--- config.mk ---
export PLATFORM = sky130hd
export DESIGN_NAME = led_pattern_sequencer
export DESIGN_NICKNAME = d
export VERILOG_FILES = /design/src/rtl/led_pattern_sequencer.sv
export SDC_FILE = /design/constraint.sdc
export NUM_CORES = 1
export LEC_CHECK = 0
export CAP_MARGIN = 20
export CORE_UTILIZATION = 51
export CTS_BUF_LIST = sky130_fd_sc_hd__clkbuf_16
export DETAILED_ROUTE_END_ITERATION = 16
export PLACE_DENSITY_LB_ADDON = 0.08
export SYNTH_ARGS = -nofsm -noshare
export SYNTH_HDL_FRONTEND = slang
export SYNTH_SLANG_ARGS = --single-unit
--- constraint.sdc ---
create_clock -name CLOCK_50 -period 4.9 [get_ports CLOCK_50]
set_input_delay 0.49 -clock CLOCK_50 [delete_from_list [all_inputs] [get_ports CLOCK_50]]
set_output_delay 0.49 -clock CLOCK_50 [all_outputs]
set_load 0.02 [all_outputs]
--- src/rtl/led_pattern_sequencer.sv ---
// Four-mode LED pattern engine with debounced slower/faster/restore keys on CLOCK_50.
// Latency: key press acts 2 sync + DEBOUNCE + 2 clocks after a stable edge; LEDs lag state by 1 clock; no backpressure.
module led_pattern_sequencer #(
    parameter int GREEN_W        = 8,
    parameter int RED_W          = 10,
    parameter int TICK_DEFAULT   = 25000000,
    parameter int TICK_STEP      = 12500000,
    parameter int TICK_MIN       = 12500000,
    parameter int TICK_MAX       = 250000000,
    parameter int FLIPS_PER_MODE = 6,
    parameter int DEBOUNCE       = 500000
) (
    input  logic               CLOCK_50,
    input  logic               RESET,
    input  logic [2:0]         KEY,
    output logic [GREEN_W-1:0] LEDG,
    output logic [RED_W-1:0]   LEDR,
    output logic [1:0]         MODE
);

    localparam int TOT_W = GREEN_W + RED_W;
    localparam int POS_W = $clog2(TOT_W);
    localparam int FL_W  = (FLIPS_PER_MODE > 1) ? $clog2(FLIPS_PER_MODE) : 1;
    localparam int DB_W  = $clog2(DEBOUNCE + 1);

    localparam logic [DB_W-1:0]  DB_LAST  = DB_W'(DEBOUNCE - 1);
    localparam logic [FL_W-1:0]  FL_LAST  = FL_W'(FLIPS_PER_MODE - 1);
    localparam logic [POS_W-1:0] POS_LAST = POS_W'(TOT_W - 1);

    localparam logic [31:0] P_DEF  = 32'(TICK_DEFAULT);
    localparam logic [31:0] P_STEP = 32'(TICK_STEP);
    localparam logic [31:0] P_MIN  = 32'(TICK_MIN);
    localparam logic [31:0] P_MAX  = 32'(TICK_MAX);
    localparam logic [32:0] STEP33 = 33'(TICK_STEP);
    localparam logic [32:0] MIN33  = 33'(TICK_MIN);
    localparam logic [32:0] MAX33  = 33'(TICK_MAX);

    typedef enum logic [1:0] {
        M_GREEN = 2'd0,
        M_RED   = 2'd1,
        M_BOTH  = 2'd2,
        M_CHASE = 2'd3
    } mode_t;

    // ---------------- key path ----------------
    logic [2:0]      sync1;
    logic [2:0]      sync2;
    logic [2:0]      deb;
    logic [2:0]      deb_d;
    logic [2:0]      press;
    logic [DB_W-1:0] db_cnt [3];

    // db_cnt counts consecutive synchronised samples that disagree with the debounced level.
    always_ff @(posedge CLOCK_50 or posedge RESET) begin
        if (RESET) begin
            sync1 <= '1;
            sync2 <= '1;
            deb   <= '1;
            deb_d <= '1;
            press <= '0;
            for (int k = 0; k < 3; k++) begin
                db_cnt[k] <= '0;
            end
        end else begin
            sync1 <= KEY;
            sync2 <= sync1;
            deb_d <= deb;
            press <= deb_d & ~deb;
            for (int k = 0; k < 3; k++) begin
                if (sync2[k] != deb[k]) begin
                    if (db_cnt[k] == DB_LAST) begin
                        deb[k]    <= sync2[k];
                        db_cnt[k] <= '0;
                    end else begin
                        db_cnt[k] <= db_cnt[k] + 1'b1;
                    end
                end else begin
                    db_cnt[k] <= '0;
                end
            end
        end
    end

    logic slow_pls;
    logic fast_pls;
    logic rest_pls;
    assign slow_pls = press[0];
    assign fast_pls = press[1];
    assign rest_pls = press[2];

    // ---------------- pattern core ----------------
    logic [31:0]      cnt;
    logic [31:0]      period;
    logic [FL_W-1:0]  flips;
    logic             phase;
    mode_t            mode;
    logic [POS_W-1:0] pos;

    logic             tick;
    logic [POS_W-1:0] pos_next;
    mode_t            mode_next;
    logic [32:0]      sum33;
    logic [31:0]      slow_val;
    logic [31:0]      fast_val;
    logic [TOT_W-1:0] onehot;

    always_comb begin
        tick      = (cnt == period - 32'd1);
        pos_next  = (pos == POS_LAST) ? '0 : pos + 1'b1;
        mode_next = mode_t'(mode + 2'd1);
        sum33     = {1'b0, period} + STEP33;
        slow_val  = (sum33 > MAX33) ? P_MAX : sum33[31:0];
        // Compare before subtracting so a small period can never wrap below zero.
        fast_val  = ({1'b0, period} < MIN33 + STEP33) ? P_MIN : period - P_STEP;
        onehot    = TOT_W'(1) << pos;
    end

    always_ff @(posedge CLOCK_50 or posedge RESET) begin
        if (RESET) begin
            cnt    <= '0;
            period <= P_DEF;
            flips  <= '0;
            phase  <= 1'b0;
            mode   <= M_RED;
            pos    <= '0;
            LEDG   <= '0;
            LEDR   <= '0;
        end else begin
            case (mode)
                M_GREEN: begin
                    LEDG <= {GREEN_W{phase}};
                    LEDR <= '0;
                end
                M_RED: begin
                    LEDG <= '0;
                    LEDR <= {RED_W{phase}};
                end
                M_BOTH: begin
                    LEDG <= {GREEN_W{phase}};
                    LEDR <= {RED_W{phase}};
                end
                M_CHASE: begin
                    LEDG <= onehot[GREEN_W-1:0];
                    LEDR <= onehot[TOT_W-1:GREEN_W];
                end
            endcase

            if (rest_pls) begin
                period <= P_DEF;
                cnt    <= '0;
                flips  <= '0;
                phase  <= 1'b0;
                mode   <= M_RED;
                pos    <= '0;
            end else begin
                cnt <= tick ? '0 : cnt + 32'd1;
                if (tick) begin
                    phase <= ~phase;
                    if (flips == FL_LAST) begin
                        flips <= '0;
                        mode  <= mode_next;
                        pos   <= (mode_next == M_CHASE) ? '0 : pos_next;
                    end else begin
                        flips <= flips + 1'b1;
                        pos   <= pos_next;
                    end
                end
                // Opposing presses in one cycle cancel; a real period change restarts the count.
                if (slow_pls && !fast_pls && period < P_MAX) begin
                    period <= slow_val;
                    cnt    <= '0;
                end else if (fast_pls && !slow_pls && period > P_MIN) begin
                    period <= fast_val;
                    cnt    <= '0;
                end
            end
        end
    end

    assign MODE = mode;

endmodule
-- Word level (Yosys, flattened, before mapping)
Index checks and enable logic that the tools add are counted.
- register bits after elaboration: 165
- input port bits: 5
- logic and storage cells: 95
- output and inout port bits: 20
- add/sub/neg operators: 10
- reductions and logical operators: 16
- muxes and demuxes: 30
- order comparisons: 4
- equal/unequal tests: 13
- bitwise logic cells: 3
- shift-type cells: 1
- operators by type and width (operator ; count):
    $mux W32 ; 9
    $mux W19 ; 6
    $add A19 B1 Y19 const B ; 3
    $eq A19 B19 Y1 const B ; 3
    $add A32 B24 Y33 const B ; 1
    $gt A33 B28 Y1 const B ; 1
    $add A32 B1 Y32 const B ; 1
    $eq A32 B32 Y1 ; 1
    $gt A32 B24 Y1 const B ; 1
    $lt A32 B25 Y1 const B ; 1
    $lt A32 B28 Y1 const B ; 1
    $sub A32 B1 Y32 const B ; 1
    $sub A32 B24 Y32 const B ; 1
    $pmux W10 S3 ; 1
    $mux W5 ; 5
    $pmux W8 S3 ; 1
    $shl A1 B5 Y18 const A ; 1
    $mux W3 ; 3
    $reduce_and A2 Y1 ; 4
    $eq A2 B2 Y1 const B ; 3
    $mux W2 ; 3
    $add A5 B1 Y5 const B ; 1
    $eq A5 B5 Y1 const B ; 1
    $logic_and A1 B1 Y1 ; 4
    other kinds (14) ; 20

-- Logic depth before layout (Yosys ltp)
- depth in word-level cells: 6
- gate-level depth with buffers: 13
- depth with buffers taken out: 10

-- Worst setup path after synthesis
No wires, ideal clock.
- kind: reg2reg
- start point: reg period[5]
- end point: reg flips[1]
- path slack: 1.704 ns
- data arrival time: 3.071 ns
- stages on the path, launching flop included: 13
- period minus slack after synthesis: 3.196 ns
- buffers on the path: 2
- library setup time: 0.125 ns
- required time: 4.775 ns
- cell sequence: dfrtp_1 clkbuf_1 inv_1 ha_1 or4b_1 buf_2 o31ai_1 a32oi_1 a41o_1 nor4_1 nand4_1 or2_1 mux2_4
- cells in the longest elaborated chain, start to end: 3
- RTL lines (what ; RTL line ; RTL):
    from (decl) ; 93 ; logic [31:0] period;
    from (signal assigned) ; 170 ; period <= slow_val;
    from (signal assigned) ; 173 ; period <= fast_val;
    $sub A32 B1 Y32 ; 108 ; tick = (cnt == period - 32'd1);
    $eq A32 B32 Y1 ; 108 ;
    $reduce_bool A2 Y1 (no line) ; -- ;
    to (signal assigned) ; 164 ; flips <= flips + 1'b1;
    to (decl) ; 94 ; logic [FL_W-1:0] flips;
No other way between the ends.
A chain may end at the register's enable or synchronous reset.

-- Worst setup path after layout
- start point: reg period[5]
- end point: reg period[25]
- cells in the longest elaborated chain, start to end: 5
- elaborated cells on any way between the ends: 14
- those cells by class: 2 x add/sub; 4 x order compare; 5 x mux; 3 x reduce/logical
- RTL lines (what ; RTL line ; RTL):
    $add A32 B24 Y33, or another cell as far along ; 111 ; sum33 = {1'b0, period} + STEP33;
    $gt A33 B28 Y1 or $mux W32 (tied branches) ; 112, 114 ;
    $mux W32, on equally long branches ; 112, 172 ;
    $mux W32 ; 169 ; if (slow_pls && !fast_pls && period < P_MAX) begin
    $mux W32 ; 148 ; if (rest_pls) begin
Parallel ways exist; a longest one is shown, timed or not. The select of a mux whose other input is x is not followed.

==> impl_metrics.csv <==
group,metric,value,unit
critical_path,path_max_fanout,17,
logic_synthesis,ys_ff_latch,160,
logic_synthesis,ys_seq_area_share,40.4,%
timing,drv_slew,0,
power,switchingPower,0.661,mW
power,irDropWorstVdd,217,µV
timing,grt_setup_unrepaired,"no",
cts,post_cts_buffers,0,
grt,gr-total-overflow,0,
timing,setup_viol,0,
final_layout,layout.cells.non_filler,1412,
timing,fin_crit_sh,78.2,%
critical_path,end_kind,"flop",
floorplanning,fp.dieH,142,µm
logic_synthesis,yosysWarningCount,0,
timing,min_period,3.83,ns
final_layout,syn2layout_area_growth,9.75,%
cts,numCtsBuffers,17,
cts,clock_sinks,160,
floorplanning,die_area,20100,µm²
detailed_routing,avgViaCountPerCell,6.06,
hold_path,min_from,"sync1[0]",
timing,tns,0,ns
logic_synthesis,synthFlopType,"dfrtp_1",
critical_path,r2r_start,"period[5]",
critical_path,crit_start,"period[5]",
logic_synthesis,synth.most_common_cell,"nor2_1",
critical_path,crit_required,5.21,ns
final_layout,fillerInstances,1687,
floorplanning,ios,25,
final_layout,antennaDiodeCount,0,
detailed_routing,firstDrtPassIters,6,
critical_path,reg2reg_to,"period[25]",
timing,tightestPinTransition,0.977,ns
run_status,outcome,"completed",
final_layout,drive_gt1_share,8.68,%
power,swShare,24.6,%
power,p_int,2.02,mW
placement,port_buffers,24,
logic_synthesis,synth_area_leaders,"dfrtp_1 34%, dfstp_2 6.6%, xnor2_1 5.7%",
placement,dp_cells,1380,
grt,antenna_found_initial,0,
critical_path,ff2ff_setup_slack,1.07,ns
power,p_per_area,245,nW/µm²
power,pwr-share-clk,48.3,%
hold_path,hold_path.class,"flop to flop",
logic_synthesis,async_reset_ff_share,100,%
floorplanning,fp-row-count,50,
timing,skew,0.0135,ns
floorplanning,core-area,19000,µm²
timing,max_freq,0.261,GHz
critical_path,worstPathArrival,4.15,ns
logic_synthesis,netlist.area_leader.share,33.8,%
cts,ctsResizeCount,0,
power,leakagePower,4.46,nW
power,combinationalPowerShare,1.9,%
final_layout,nets,1163,
detailed_routing,drc,0,
cts,clock_path_buffers,2,
detailed_routing,drt-total-wl,24700,µm
logic_synthesis,synth_area_leader_cell,"dfrtp_1",
grt,grt_max_degree,107,
detailed_routing,wl_per_cell,17.5,µm
logic_synthesis,netlist_instances,1152,
logic_synthesis,syn-num-nets,1176,
floorplanning,die_w,142,µm
grt,grt_pass1_wl,41000,µm
floorplanning,start_util,52.7,%
placement,dp_hpwl,17000,µm
critical_path,path_class,"flop to flop",
grt,track_usage,25.7,%
cts,cts_tree,"built",
flow_run,maxCapViolations,0,
critical_path,endpoint,"period[25]",
timing,finalHoldViolCount,0,
logic_synthesis,ys_types,78,
timing,relSlewSlack,34.8,%
placement,place_congestion,1.04,
detailed_routing,num_vias,8553,
logic_synthesis,yosys-top-cells-count,"151 x nor2_1, 135 x dfrtp_1, 93 x nand2_1, 85 x nand3_1, 65 x xnor2_1",
detailed_routing,drtAntennaViolNets,0,
cts,ctsHtreeMaxLevel,4,
detailed_routing,drt_first_iter_violations,874,
cts,cts.clk_slew.worst_paths,0.07,ns
logic_synthesis,synth_area,9980,µm²
cts,cts-root-buf,"clkbuf_16",
power,p_total,2.69,mW
logic_synthesis,synth_edf_count,0,
power,p_seq_share,49.8,%
critical_path,rr_worst_depth,10,
cts,clock_latency,0.43,ns
cts,hold_buffers,0,
grt,grt_pass1_vias,8054,
critical_path,cp-start-kind,"flop",
logic_synthesis,postSynthAreaPerCell,8.66,µm²
-- layout by cell type, fill, tap and decap left out, types with 15 or more instances in the layout --
| master | instances |
|---|---|
| nor3_1 | 36 |
| xnor2_1 | 65 |
| nor2_1 | 151 |
| and3_1 | 27 |
| nand2_1 | 93 |
| o21ai_0 | 43 |
| xor2_1 | 61 |
| dfstp_2 | 25 |
| inv_1 | 32 |
| or2_2 | 15 |
| nor4_1 | 15 |
| or3_1 | 15 |
| dfrtp_1 | 135 |
| a211oi_1 | 17 |
| a21oi_1 | 51 |
| clkdlybuf4s50_1 | 24 |
| nand4_1 | 21 |
| clkbuf_16 | 17 |
| ha_1 | 19 |
| nand3_1 | 85 |
-- sequential cells by signal (all words and copies together) (netlist names) --
name / count
db_cnt: 57
cnt: 32
period: 27
LEDR: 10
LEDG: 8
pos: 5
deb: 3
deb_d: 3
flips: 3
press: 3
sync1: 3
sync2: 3
MODE: 2
phase: 1
-- metrics by stage --
stage / instance area (µm²) / setup slack [ns] / hold slack [ns] / util [%]
after floorplan: 9980 / 0.131 / 0.345 / -
final: 11000 / 1.07 / 0.357 / 57.8
after CTS: 11000 / 1.14 / 0.357 / 57.8
after detailed placement: 10400 / 1.16 / 0.347 / 54.7
after global routing: 11000 / 0.877 / 0.361 / 57.8
after global placement: 10400 / 1.19 / 0.346 / 54.7
-- logic make-up (layout without fill, tap and decap cells) --
logic type | Yosys count | count (layout) | share of synthesized area (%)
xor gates and xnor gates | 126 | 126 | 11.1
AOI/OAI and AO/OA | 219 | 219 | 15.0
DFF | 160 | 160 | 40.4
and+or+nand+nor | 521 | 521 | 26.3
muxes | 6 | 6 | 0.689
adders and majority gates | 19 | 19 | 2.38
buffers and inverters | 101 | 101 | 4.14
-- power by group through the flow --
stage                     clock [mW]  combinational [mW]  sequential, mW
after floorplan                    0              0.0365            1.36
after global placement             0              0.0526            1.36
after detailed placement           0              0.0529            1.36
after CTS                       1.33              0.0527            1.34
after global routing            1.38              0.0603            1.34
final                           1.30              0.0499            1.34
-- final cells by class --
cell class,instances,area (µm²),area share [%]
Timing Repair Buffer,36,343,3.13
Multi-Input combinational cell,891,5530,50.5
Sequential cell,160,4040,36.8
Clock buffer,17,425,3.88
Tap cell,260,325,2.97
Inverter,33,129,1.18
Clock inverter,15,164,1.50
-- routing by layer --
metal	track usage, %	wire length (µm)
met1	36.5	11300
met2	38.7	10900
met3	4.93	1800
met4	10.1	723
met5	0	0
-- worst max-delay path, stage by stage (launching register included) --
cell and delay (ns):
dfrtp_1 0.59, inv_1 0.19, ha_1 0.27, or4b_1 0.68, a41oi_1 0.53, nor2_1 0.15, o21ai_0 0.54, nand2_1 0.14
xor2_1 0.21, a21oi_1 0.09, a221o_1 0.34
-- worst min-delay path by stage --
stage                     endpoint  slack [ns]  cells past startpoint
after floorplan           sync2[0]        0.35                      0
after global placement    sync2[0]        0.35                      0
after detailed placement  sync2[0]        0.35                      0
after CTS                 sync2[0]        0.36                      0
after global routing      sync2[1]        0.36                      0
final                     sync2[0]        0.36                      0
No activity file was read; power rests on OpenSTA's default activity.
